--- config.mk ---
export PLATFORM = sky130hd
export DESIGN_NAME = calculadora_arbitro
export DESIGN_NICKNAME = d
export VERILOG_FILES = /design/src/rtl/calculadora_pkg.sv /design/src/rtl/arbitro_rr.sv /design/src/rtl/calculadora_arbitro.sv
export SDC_FILE = /design/constraint.sdc
export NUM_CORES = 1
export LEC_CHECK = 0
export CAP_MARGIN = 0
export CORE_ASPECT_RATIO = 1.2
export CORE_MARGIN = 8
export CORE_UTILIZATION = 46
export CTS_CLUSTER_DIAMETER = 30
export CTS_CLUSTER_SIZE = 16
export DETAILED_ROUTE_END_ITERATION = 16
export GPL_TIMING_DRIVEN = 0
export PLACE_DENSITY = 0.86
export REMOVE_ABC_BUFFERS = 1
export SYNTH_ARGS = -nofsm -noshare
export SYNTH_HDL_FRONTEND = slang
export SYNTH_SLANG_ARGS = --single-unit
--- constraint.sdc ---
create_clock -name clk -period 4.82 [get_ports clk]
set_clock_uncertainty 0.1 [all_clocks]
set_input_delay 0.723 -clock clk [delete_from_list [all_inputs] [get_ports clk]]
set_output_delay 0.723 -clock clk [all_outputs]
set_load 0.1 [all_outputs]
--- src/rtl/calculadora_pkg.sv ---
// Shared types and constants for the two-requester calculator arbiter.
package calculadora_pkg;

    typedef enum logic [1:0] {
        REPOSO  = 2'd0,
        EMITIR  = 2'd1,
        ESPERA  = 2'd2,
        ENTREGA = 2'd3
    } estado_t;

    localparam int ANCHO_DEF = 8;

    localparam logic [1:0] MODO_SUMA  = 2'b00;
    localparam logic [1:0] MODO_RESTA = 2'b01;
    localparam logic [1:0] MODO_AND   = 2'b10;
    localparam logic [1:0] MODO_OR    = 2'b11;

endpackage

--- src/rtl/arbitro_rr.sv ---
// Two-way round-robin grant: on a tie the requester that did not win last time goes.
module arbitro_rr (
    input  logic req0,
    input  logic req1,
    input  logic ultimo,
    output logic gnt_valid,
    output logic gnt_sel
);

    always_comb begin
        gnt_valid = req0 | req1;
        if (req0 && req1) gnt_sel = ~ultimo;
        else              gnt_sel = req1;
    end

endmodule

--- src/rtl/calculadora_arbitro.sv ---
// Shares one calculator between two requesters: grant, issue one enb, wait a
// fixed latency, capture c and hand it back with a one-cycle listo pulse.
module calculadora_arbitro
    import calculadora_pkg::*;
#(
    parameter int ANCHO    = ANCHO_DEF,
    parameter int LATENCIA = 1
) (
    input  logic             clk,
    input  logic             rst,
    input  logic             req0,
    input  logic [1:0]       modo0,
    input  logic [ANCHO-1:0] a0,
    input  logic [ANCHO-1:0] b0,
    output logic             listo0,
    output logic [ANCHO-1:0] res0,
    input  logic             req1,
    input  logic [1:0]       modo1,
    input  logic [ANCHO-1:0] a1,
    input  logic [ANCHO-1:0] b1,
    output logic             listo1,
    output logic [ANCHO-1:0] res1,
    output logic             ocupado,
    output logic             enb,
    output logic [1:0]       modo,
    output logic [ANCHO-1:0] a,
    output logic [ANCHO-1:0] b,
    input  logic [ANCHO-1:0] c
);

    localparam logic [3:0] CNT_INI = 4'(LATENCIA - 1);

    estado_t          r_estado, w_estado_sig;
    logic             r_sel, r_ultimo;
    logic [1:0]       r_modo_sel;
    logic [ANCHO-1:0] r_a_sel, r_b_sel;
    logic [3:0]       r_cnt;
    logic [ANCHO-1:0] r_res0, r_res1;
    logic             w_gnt_valid, w_gnt_sel;
    logic             w_activo;

    arbitro_rr u_arbitro (
        .req0      (req0),
        .req1      (req1),
        .ultimo    (r_ultimo),
        .gnt_valid (w_gnt_valid),
        .gnt_sel   (w_gnt_sel)
    );

    always_ff @(posedge clk or negedge rst) begin
        if (!rst) r_estado <= REPOSO;
        else      r_estado <= w_estado_sig;
    end

    always_comb begin
        w_estado_sig = r_estado;
        case (r_estado)
            REPOSO:  if (w_gnt_valid) w_estado_sig = EMITIR;
            EMITIR:  w_estado_sig = ESPERA;
            ESPERA:  if (r_cnt == 4'd0) w_estado_sig = ENTREGA;
            ENTREGA: w_estado_sig = REPOSO;
            default: w_estado_sig = REPOSO;
        endcase
    end

    // Operands are frozen at the grant so the requester may change them freely afterwards.
    always_ff @(posedge clk or negedge rst) begin
        if (!rst) begin
            r_sel      <= 1'b0;
            r_ultimo   <= 1'b1;
            r_modo_sel <= '0;
            r_a_sel    <= '0;
            r_b_sel    <= '0;
            r_cnt      <= '0;
            r_res0     <= '0;
            r_res1     <= '0;
        end else begin
            case (r_estado)
                REPOSO: if (w_gnt_valid) begin
                    r_sel      <= w_gnt_sel;
                    r_modo_sel <= w_gnt_sel ? modo1 : modo0;
                    r_a_sel    <= w_gnt_sel ? a1 : a0;
                    r_b_sel    <= w_gnt_sel ? b1 : b0;
                end
                EMITIR: r_cnt <= CNT_INI;
                ESPERA: begin
                    if (r_cnt == 4'd0) begin
                        if (r_sel) r_res1 <= c;
                        else       r_res0 <= c;
                    end else begin
                        r_cnt <= r_cnt - 4'd1;
                    end
                end
                ENTREGA: r_ultimo <= r_sel;
                default: ;
            endcase
        end
    end

    assign w_activo = (r_estado == EMITIR) || (r_estado == ESPERA);
    assign enb      = (r_estado == EMITIR);
    assign modo     = w_activo ? r_modo_sel : 2'b00;
    assign a        = w_activo ? r_a_sel : '0;
    assign b        = w_activo ? r_b_sel : '0;
    assign ocupado  = (r_estado != REPOSO);
    assign listo0   = (r_estado == ENTREGA) && !r_sel;
    assign listo1   = (r_estado == ENTREGA) && r_sel;
    assign res0     = r_res0;
    assign res1     = r_res1;

endmodule

Word level (Yosys, flattened, before mapping)
Index checks and enable logic that the tools add are counted.
{ "totals": {"ff_bits": 42, "in_bits": 48, "output_inout_bits": 38, "wordCells": 45} }
{ "classes": {"add_sub_neg": 1, "eq_ne": 6, "n_mux": 12, "n_bitwise": 3, "n_reduce_logical": 14} }
{ "op_table": {"columns": ["operator", "n"], "rows": [
  ["$mux 8", 4],
  ["$mux 2", 4],
  ["$pmux 2 s4", 1],
  ["$pmux 4 s2", 1],
  ["$reduce_and 2->1", 3],
  ["$reduce_and 3->1", 2],
  ["$eq 2x2->1 const B", 2],
  ["$logic_not 4->1", 1],
  ["$mux 4", 1],
  ["$ne 2x2->1 const B", 2],
  ["$reduce_bool 2->1", 2],
  ["$sub 4x1->4 const B", 1],
  ["$logic_and 1x1->1", 3],
  ["$eq 2x1->1 const B", 1],
  ["$logic_not 2->1", 1],
  ["$ne 2x1->1 const B", 1],
  ["$not 1->1", 2],
  ["$logic_not 1->1", 1],
  ["$logic_or 1x1->1", 1],
  ["$mux 1", 1],
  ["$or 1x1->1", 1]
]} }

Longest topological paths before layout
Gate-level depths: netlist of the first run.
{ "logic_depth": {"word_depth": 3, "ltp_mapped": 6, "mapped_depth_nobuf": 5} }

Cells and area by module
Synthesis of the first run repeated with hierarchy kept, for this count alone.
{ "unflattened": {"cells_unflattened": 182, "area_unflattened_um2": 2110.8} }
{ "by_module_without_submodules": {"columns": ["module", "n_inst", "cells_per_inst", "area_per_inst_um2", "seq_area_each_um2"], "rows": [
  ["calculadora_arbitro", 1, 180, 2097.0, 1052.3],
  ["arbitro_rr", 1, 2, 13.8, 0.0]
]} }

Worst setup path after synthesis of the first run
No wires, ideal clock.
{ "synth_path": {"path_type": "reg2out", "start": "register r_estado[0]", "end": "output port listo0", "arrival_time_ps": 1909, "t_required_ps": 3997, "slack_ps": 2088, "stages_incl_launch_ff": 3, "n_path_buf": 0, "path_cell_list": "dfrtp_1 -> ha_1 -> nor2b_1"} }
{ "synth_between": {"elab_chain_cells": 2} }
{ "synth_lines": {"columns": ["element", "line_no", "text"], "rows": [
  ["start: declaration", "calculadora_arbitro.sv:33", "estado_t r_estado, w_estado_sig;"],
  ["start signal: assignment", "calculadora_arbitro.sv:52", "else r_estado <= w_estado_sig;"],
  ["$eq 2x2->1", "calculadora_arbitro.sv:106", "assign listo0 = (r_estado == ENTREGA) && !r_sel;"],
  ["$logic_and 1x1->1", "calculadora_arbitro.sv:106", null],
  ["end: declaration", "calculadora_arbitro.sv:15", "output logic listo0,"]
]} }
Every way passes these cells.

Worst setup path in the final report of the first run
{ "layout_path": {"start": "register r_estado[0]", "end": "output port b[4]"} }
{ "layout_between": {"elab_chain_cells": 3, "word_cells_on_any_way": 4, "cone_classes": "eq/ne (2); mux (1); reduce/logical (1)"} }
{ "layout_lines": {"columns": ["element", "line_no", "text"], "rows": [
  ["$eq 2x1->1 / $eq 2x2->1 (equally long branches)", "calculadora_arbitro.sv:100", "assign w_activo = (r_estado == EMITIR) || (r_estado == ESPERA);"],
  ["$logic_or 1x1->1 (*)", "calculadora_arbitro.sv:100", null],
  ["$mux 8 (*)", "calculadora_arbitro.sv:104", "assign b = w_activo ? r_b_sel : '0;"],
  ["end: declaration", "calculadora_arbitro.sv:27", "output logic [ANCHO-1:0] b,"]
]} }
Every way passes the cells marked *; elsewhere a longest branch is shown, timed or not.

==> results by group, run 1 <==
Outcome
  – Status: finished, final reports clean

Floorplanning
  – DIE AREA: a little under 7000 sq um
  – Core Box Area: between 4000 and 5000 sq um
  – Chip height: roughly 90 um
  – Die width: between 70 and 80 um
  – I/O Pins: between 80 and 90
  – Row cnt: 26
  – Starting Density: ~48%

Synthesis
  – Unique cell type count in the Yosys netlist: 28
  – Adder-cell share of the synthesized area: approximately 3.7%
  – FFs w/ async S/R, synth: between 90% and 100%
  – Multiplexer area fraction after synthesis: between 10% and 20%
  – Simple-gate area share of the yosys netlist: between 15 and 20%
  – Post-Syn Area per Cell: around 11 sq um
  – Synth warnings: 0
  – XOR/XNOR Fraction of Synth Area: 0%
  – Post-Synthesis Cells: between 150 and 200
  – EDFF count, synth: 0
  – Ys flop type: dfrtp_1
  – Complex-gate fraction of the synthesized area: 7.314%
  – Register bit total from synthesis: between 40 and 50
  – Share of the yosys chip area belonging to registers: between 50% and 60%
  – Mapped Area: 2036 sq um
  – Main combinational cell family by area after synthesis: multiplexers

Critical path
  – CP peak stage delay: 1.15 ns
  – Worst EP required: 4.00 ns
  – CP max FO: 19
  – WP buf/inv: 2
  – CP Capture Point: b[4]
  – Largest delay share family, worst path: buffers and inverters
  – Worst setup path class: reg2out
  – Flop2flop setup slack: ~2.7 ns
  – FF-to-FF path depth: 5
  – Crit path cell chain: inv_1 > ha_1 > and2_1 > clkdlybuf4s50_1
  – CP Depth: 4
  – Worst flop-to-flop path endpoint: res0[6]
  – Crit. Startpoint: r_estado[0]
  – CP Capture Type: output port
  – Crit start category: flip-flop
  – CP Data Arrival Time: ~2.7 ns
  – Critical R2R Launch: r_cnt[0]
  – Critical-path top delay cell: clkdlybuf4s50_1

Global route
  – Largest net degree at the start of global routing: 29
  – First-pass GRT wire length: 7859 um
  – Tot GR Track Use: between 10 and 15%
  – Vias in the first global route: ~1700
  – Total gr overflow: 0
  – Initial antenna violation count: 0

Timing
  – Final worst slack: roughly 1.3 ns
  – RSZ-0062 raised after global routing: no
  – Peak Freq: about 280 MHz
  – Final hold vios: 0
  – Setup_tns: 0 ns
  – Tcrit/Tclk final: 73.40%
  – Slew headroom: roughly a third
  – Final Setup Violations: 0
  – Worst Max-Slew Pin Slew: 1.002 ns
  – Final Max Tran Viols: 0
  – Minimum clock period: roughly 3.5 ns

Place
  – Pre-CTS setup slack: 1.556 ns
  – Port bufs: between 80 and 90
  – Hpwl dp: about 3600 um
  – Gpl congestion: about 0.73

Clock network
  – CTS H-Tree Depth: 2
  – Clk pin slew, worst setup/hold paths: 0.08 ns
  – CTS max path bufs: 2
  – Clock sink total: between 40 and 50
  – CTS Buf Count: 5
  – CTS tree: built
  – Skew-Pair Late Insertion Delay: roughly 0.29 ns
  – Post-cts repair resize count: 0
  – Root Buffer: clkbuf_8
  – Number of hold buffers added after CTS: 0
  – Setup Fix Bufs, Post-CTS: 0

Route
  – Number of remaining DRC errors: 0
  – Vias post-DR: 1575
  – Initial DRC count: between 50 and 60
  – Detailed Routing Iterations Pass 1: 2
  – Final ANT Viol Nets: 0
  – Drt via density: 4.891
  – Routed WL per cell: 14.11 um
  – WL final: approximately 4500 um

Finish
  – Antenna cells: 0
  – Post-layout util: 71.67%
  – Most common cell after layout, fill and taps aside: clkdlybuf4s50_1
  – Layout area overhead: 50.03%
  – # nets final: 319
  – Proportion of layout cells with a drive suffix above 1: approximately 13%
  – Most frequent cells in the layout: clkdlybuf4s50_1, dfrtp_1, nand2_1, mux2i_1, o21ai_0

Flow run
  – Maxcap violations: 0

Min path
  – Path category of the worst min-delay check: in2async
area by class of cell:
cell class | count | area (sq um)
fillers | 323 | 1207
repair buffers | 87 | 880.8
multi-input cells | 124 | 937.1
inverters | 5 | 18.77
well taps | 56 | 70.07
flip-flops and latches | 42 | 1052
clock buffers | 6 | 82.58
clock inverters | 2 | 12.51
layer usage:
metal	share of wire (%)	wire [um]	global-route usage, %	vias to the layer above
met5	0	0	0	-
met4	1.3	59	4.203	0
met3	12	550	8.740	6
met2	47	2145	23.43	64
met1	39	1787	15.13	727
li1	-	-	-	778
worst min path at each step:
stage | depth (start not counted) | slack [ns] | from | to
after floorplan | 0 | 0.33 | rst | r_a_sel[0]
after global placement | 2 | 0.35 | r_modo_sel[0] | r_modo_sel[0]
after detailed placement | 2 | 0.36 | r_b_sel[2] | r_b_sel[2]
after CTS | 1 | 0.24 | rst | r_modo_sel[1]
after global routing | 1 | 0.25 | rst | r_cnt[0]
final | 1 | 0.24 | rst | r_cnt[3]
cell usage after synthesis (2+ instances only):
| cell type | instances | area (sq um) |
|---|---|---|
| inv_1 | 5 | 18.77 |
| clkbuf_1 | 5 | 18.77 |
| o21ai_0 | 20 | 100.1 |
| nand2_1 | 22 | 82.58 |
| nor2b_1 | 2 | 12.51 |
| mux2_2 | 18 | 202.7 |
| nor3b_1 | 2 | 15.01 |
| ha_1 | 6 | 75.07 |
| mux2i_1 | 20 | 200.2 |
| and2_1 | 19 | 118.9 |
| nand2b_1 | 2 | 12.51 |
| dfrtp_1 | 41 | 1026 |
worst reg2reg max path, stage by stage, from the launching register on:
cell and delay (ns):
dfrtp_1 0.40, inv_1 0.08, ha_1 0.17, or3b_4 0.42, nor3b_4 0.42, mux2_2 0.39
through the flow:
step,area [sq um],instances,hold WS (ns)
2_1_floorplan,2004,171,0.3274
3_3_place_gp,2925,312,0.3533
3_5_place_dp,2959,314,0.3627
4_1_cts,3054,322,0.2410
5_1_grt,3054,322,0.2497
6_report,3054,322,0.2358
state kept, by name, indices dropped and copies added (netlist names):
| register | count |
|---|---|
| r_ultimo | 1 |
| r_sel | 1 |
| r_modo_sel | 2 |
| r_estado | 2 |
| r_cnt | 4 |
| res0 | 8 |
| r_a_sel | 8 |
| r_b_sel | 8 |
| res1 | 8 |
cells by family (layout without fill, tap and decap cells):
logic type      after synthesis  after routing
mux                          38             38
fa+ha+maj                     6              6
compound gates               26             26
flops                        42             42
simple gates                 54             54
buf+inv                      12            100
Power of run 1 is not shown: default switching activity piles up to over one toggle a cycle in this logic, so the estimate is an artifact.
==> run 2, diff against run 1 <==
--- a/config.mk
+++ b/config.mk
@@ -8,12 +8,12 @@
 export CAP_MARGIN = 0
 export CORE_ASPECT_RATIO = 1.2
 export CORE_MARGIN = 8
-export CORE_UTILIZATION = 46
+export CORE_UTILIZATION = 38
 export CTS_CLUSTER_DIAMETER = 30
 export CTS_CLUSTER_SIZE = 16
 export DETAILED_ROUTE_END_ITERATION = 16
 export GPL_TIMING_DRIVEN = 0
-export PLACE_DENSITY = 0.86
+export PLACE_DENSITY = 0.76
 export REMOVE_ABC_BUFFERS = 1
 export SYNTH_ARGS = -nofsm -noshare
 export SYNTH_HDL_FRONTEND = slang
==> constraint.sdc (replaced) <==
create_clock -name clk -period 3.2 [get_ports clk]
set_clock_uncertainty 0.1 [all_clocks]
set_input_delay 0.48 -clock clk [delete_from_list [all_inputs] [get_ports clk]]
set_output_delay 0.48 -clock clk [all_outputs]
set_load 0.1 [all_outputs]
==> results by group, run 2 (synthesis gave the netlist of run 1 again) <==
Place
  – Gpl congestion: roughly 0.68
  – Port bufs: 85
  – Pre-CTS setup slack: just under 0.2 ns
  – Hpwl dp: roughly 3800 um

Clock network
  – Skew-Pair Late Insertion Delay: roughly 0.29 ns
  – Clk pin slew, worst setup/hold paths: about 0.08 ns
  – Clock sink total: 42
  – Root Buffer: clkbuf_8
  – CTS tree: built
  – Setup Fix Bufs, Post-CTS: 0
  – CTS H-Tree Depth: 2
  – CTS max path bufs: 2
  – CTS Buf Count: 5

Global route
  – Vias in the first global route: 1745
  – Initial antenna violation count: 0
  – Largest net degree at the start of global routing: 35
  – Tot GR Track Use: roughly an eighth
  – First-pass GRT wire length: approximately 8300 um
  – Total gr overflow: 0

Critical path
  – Crit start category: flip-flop
  – Critical-path top delay cell: dlygate4sd2_1
  – CP Data Arrival Time: 2.42 ns
  – FF-to-FF path depth: 5
  – Largest delay share family, worst path: buffers and inverters
  – CP max FO: 19
  – CP peak stage delay: between 0.8 and 0.9 ns
  – Worst EP required: 2.62 ns
  – CP Depth: 4
  – Worst setup path class: reg2out
  – Crit path cell chain: inv_1 > ha_1 > and2_1 > dlygate4sd2_1
  – CP Capture Type: output port
  – WP buf/inv: 2

Finish
  – Most frequent cells in the layout: clkdlybuf4s50_1, dfrtp_1, nand2_1, mux2i_1, o21ai_0
  – Most common cell after layout, fill and taps aside: clkdlybuf4s50_1
  – Final-layout fill cell count: around 480
  – Antenna cells: 0
  – Proportion of layout cells with a drive suffix above 1: 13.11%
  – # nets final: 320
  – Layout area overhead: 49.66%

Floorplanning
  – Core Box Area: between 5000 and 6000 sq um
  – I/O Pins: between 80 and 90
  – Die width: 82.82 um
  – DIE AREA: between 7000 and 8000 sq um
  – Chip height: ~96 um
  – Row cnt: 29
  – Starting Density: roughly 39%

Timing
  – RSZ-0062 raised after global routing: no
  – Minimum clock period: about 3 ns
  – Final Max Tran Viols: 0
  – Slew headroom: around a third
  – Hold_ws: ~0.38 ns
  – Final worst slack: 0.1971 ns
  – Worst Max-Slew Pin Slew: just under 1 ns
  – Peak Freq: ~330 MHz
  – Tcrit/Tclk final: between 90% and 100%
  – Setup_tns: 0 ns
  – Final Setup Violations: 0
  – Final hold vios: 0

Route
  – Drt via density: 4.830
  – Vias post-DR: around 1600
  – Final ANT Viol Nets: 0
  – WL final: approximately 4900 um
  – Detailed Routing Iterations Pass 1: 4
  – Number of remaining DRC errors: 0
  – Initial DRC count: 24
  – Routed WL per cell: about 15 um

Min path
  – Path category of the worst min-delay check: reg2reg
  – Hold depth: 2

Outcome
  – Status: finished, final reports clean

Flow run
  – Maxcap violations: 0
-- run 2: stage by stage --
step | std cells | instance area (sq um) | util [%]
after detailed placement | 320 | 2967 | 56.78
after global placement | 318 | 2933 | 56.13
after CTS | 329 | 3044 | 58.26
after floorplan | 171 | 2004 | -
final | 329 | 3047 | 58.31
after global routing | 329 | 3047 | 58.31
-- run 2: area by class of cell --
class / instances / area, sq um / area share [%]
multi-input cells: 124 / 937.1 / 30.76
well taps: 62 / 77.57 / 2.546
clock inverters: 3 / 21.27 / 0.6982
clock buffers: 5 / 68.82 / 2.259
repair buffers: 88 / 870.8 / 28.58
inverters: 5 / 18.77 / 0.6160
flip-flops and latches: 42 / 1052 / 34.54
-- run 2: final timing paths --
check	from	endpoint	slack, ns
setup reg to reg	r_cnt[0]	res0[2]	1.07
min in group asynchronous	rst	r_cnt[3]	0.49
setup / recovery	r_estado[1]	b[0]	0.20
max in group asynchronous	rst	r_ultimo	1.99
hold / removal	r_b_sel[3]	r_b_sel[3]	0.38
hold reg to reg	r_b_sel[3]	r_b_sel[3]	0.38
-- run 2: what timing repair did --
item	in CTS	in global routing
resized for setup	18	7
endpoints found under the setup margin	18	6
hold buffers	1	0
cloned	0	0
hold endpoints to repair	8	0
pin swaps	0	0
-- run 2: worst min-delay path: stages, from the launching register on --
cell,delay [ns]
dfrtp_1,0.34
nand2_1,0.04
o21ai_0,0.06
-- run 2: routing by layer --
layer	up-vias	GRT usage [%]	share of wire, %
li1	787	-	-
met1	731	14.04	42
met2	67	20.31	47
met3	4	6.859	11
met4	0	3.519	0.72
met5	-	0	0
Power of run 2 is left out for the same reason.
==> run 3, diff against run 2 <==
--- a/config.mk
+++ b/config.mk
@@ -13,6 +13,7 @@
 export CTS_CLUSTER_SIZE = 16
 export DETAILED_ROUTE_END_ITERATION = 16
 export GPL_TIMING_DRIVEN = 0
+export HOLD_SLACK_MARGIN = 0.1
 export PLACE_DENSITY = 0.76
 export REMOVE_ABC_BUFFERS = 1
 export SYNTH_ARGS = -nofsm -noshare
==> results of run 3 <==
The final DEF is identical to that of run 2; final timing and power are the same.
Power of run 3 is left out for the same reason.
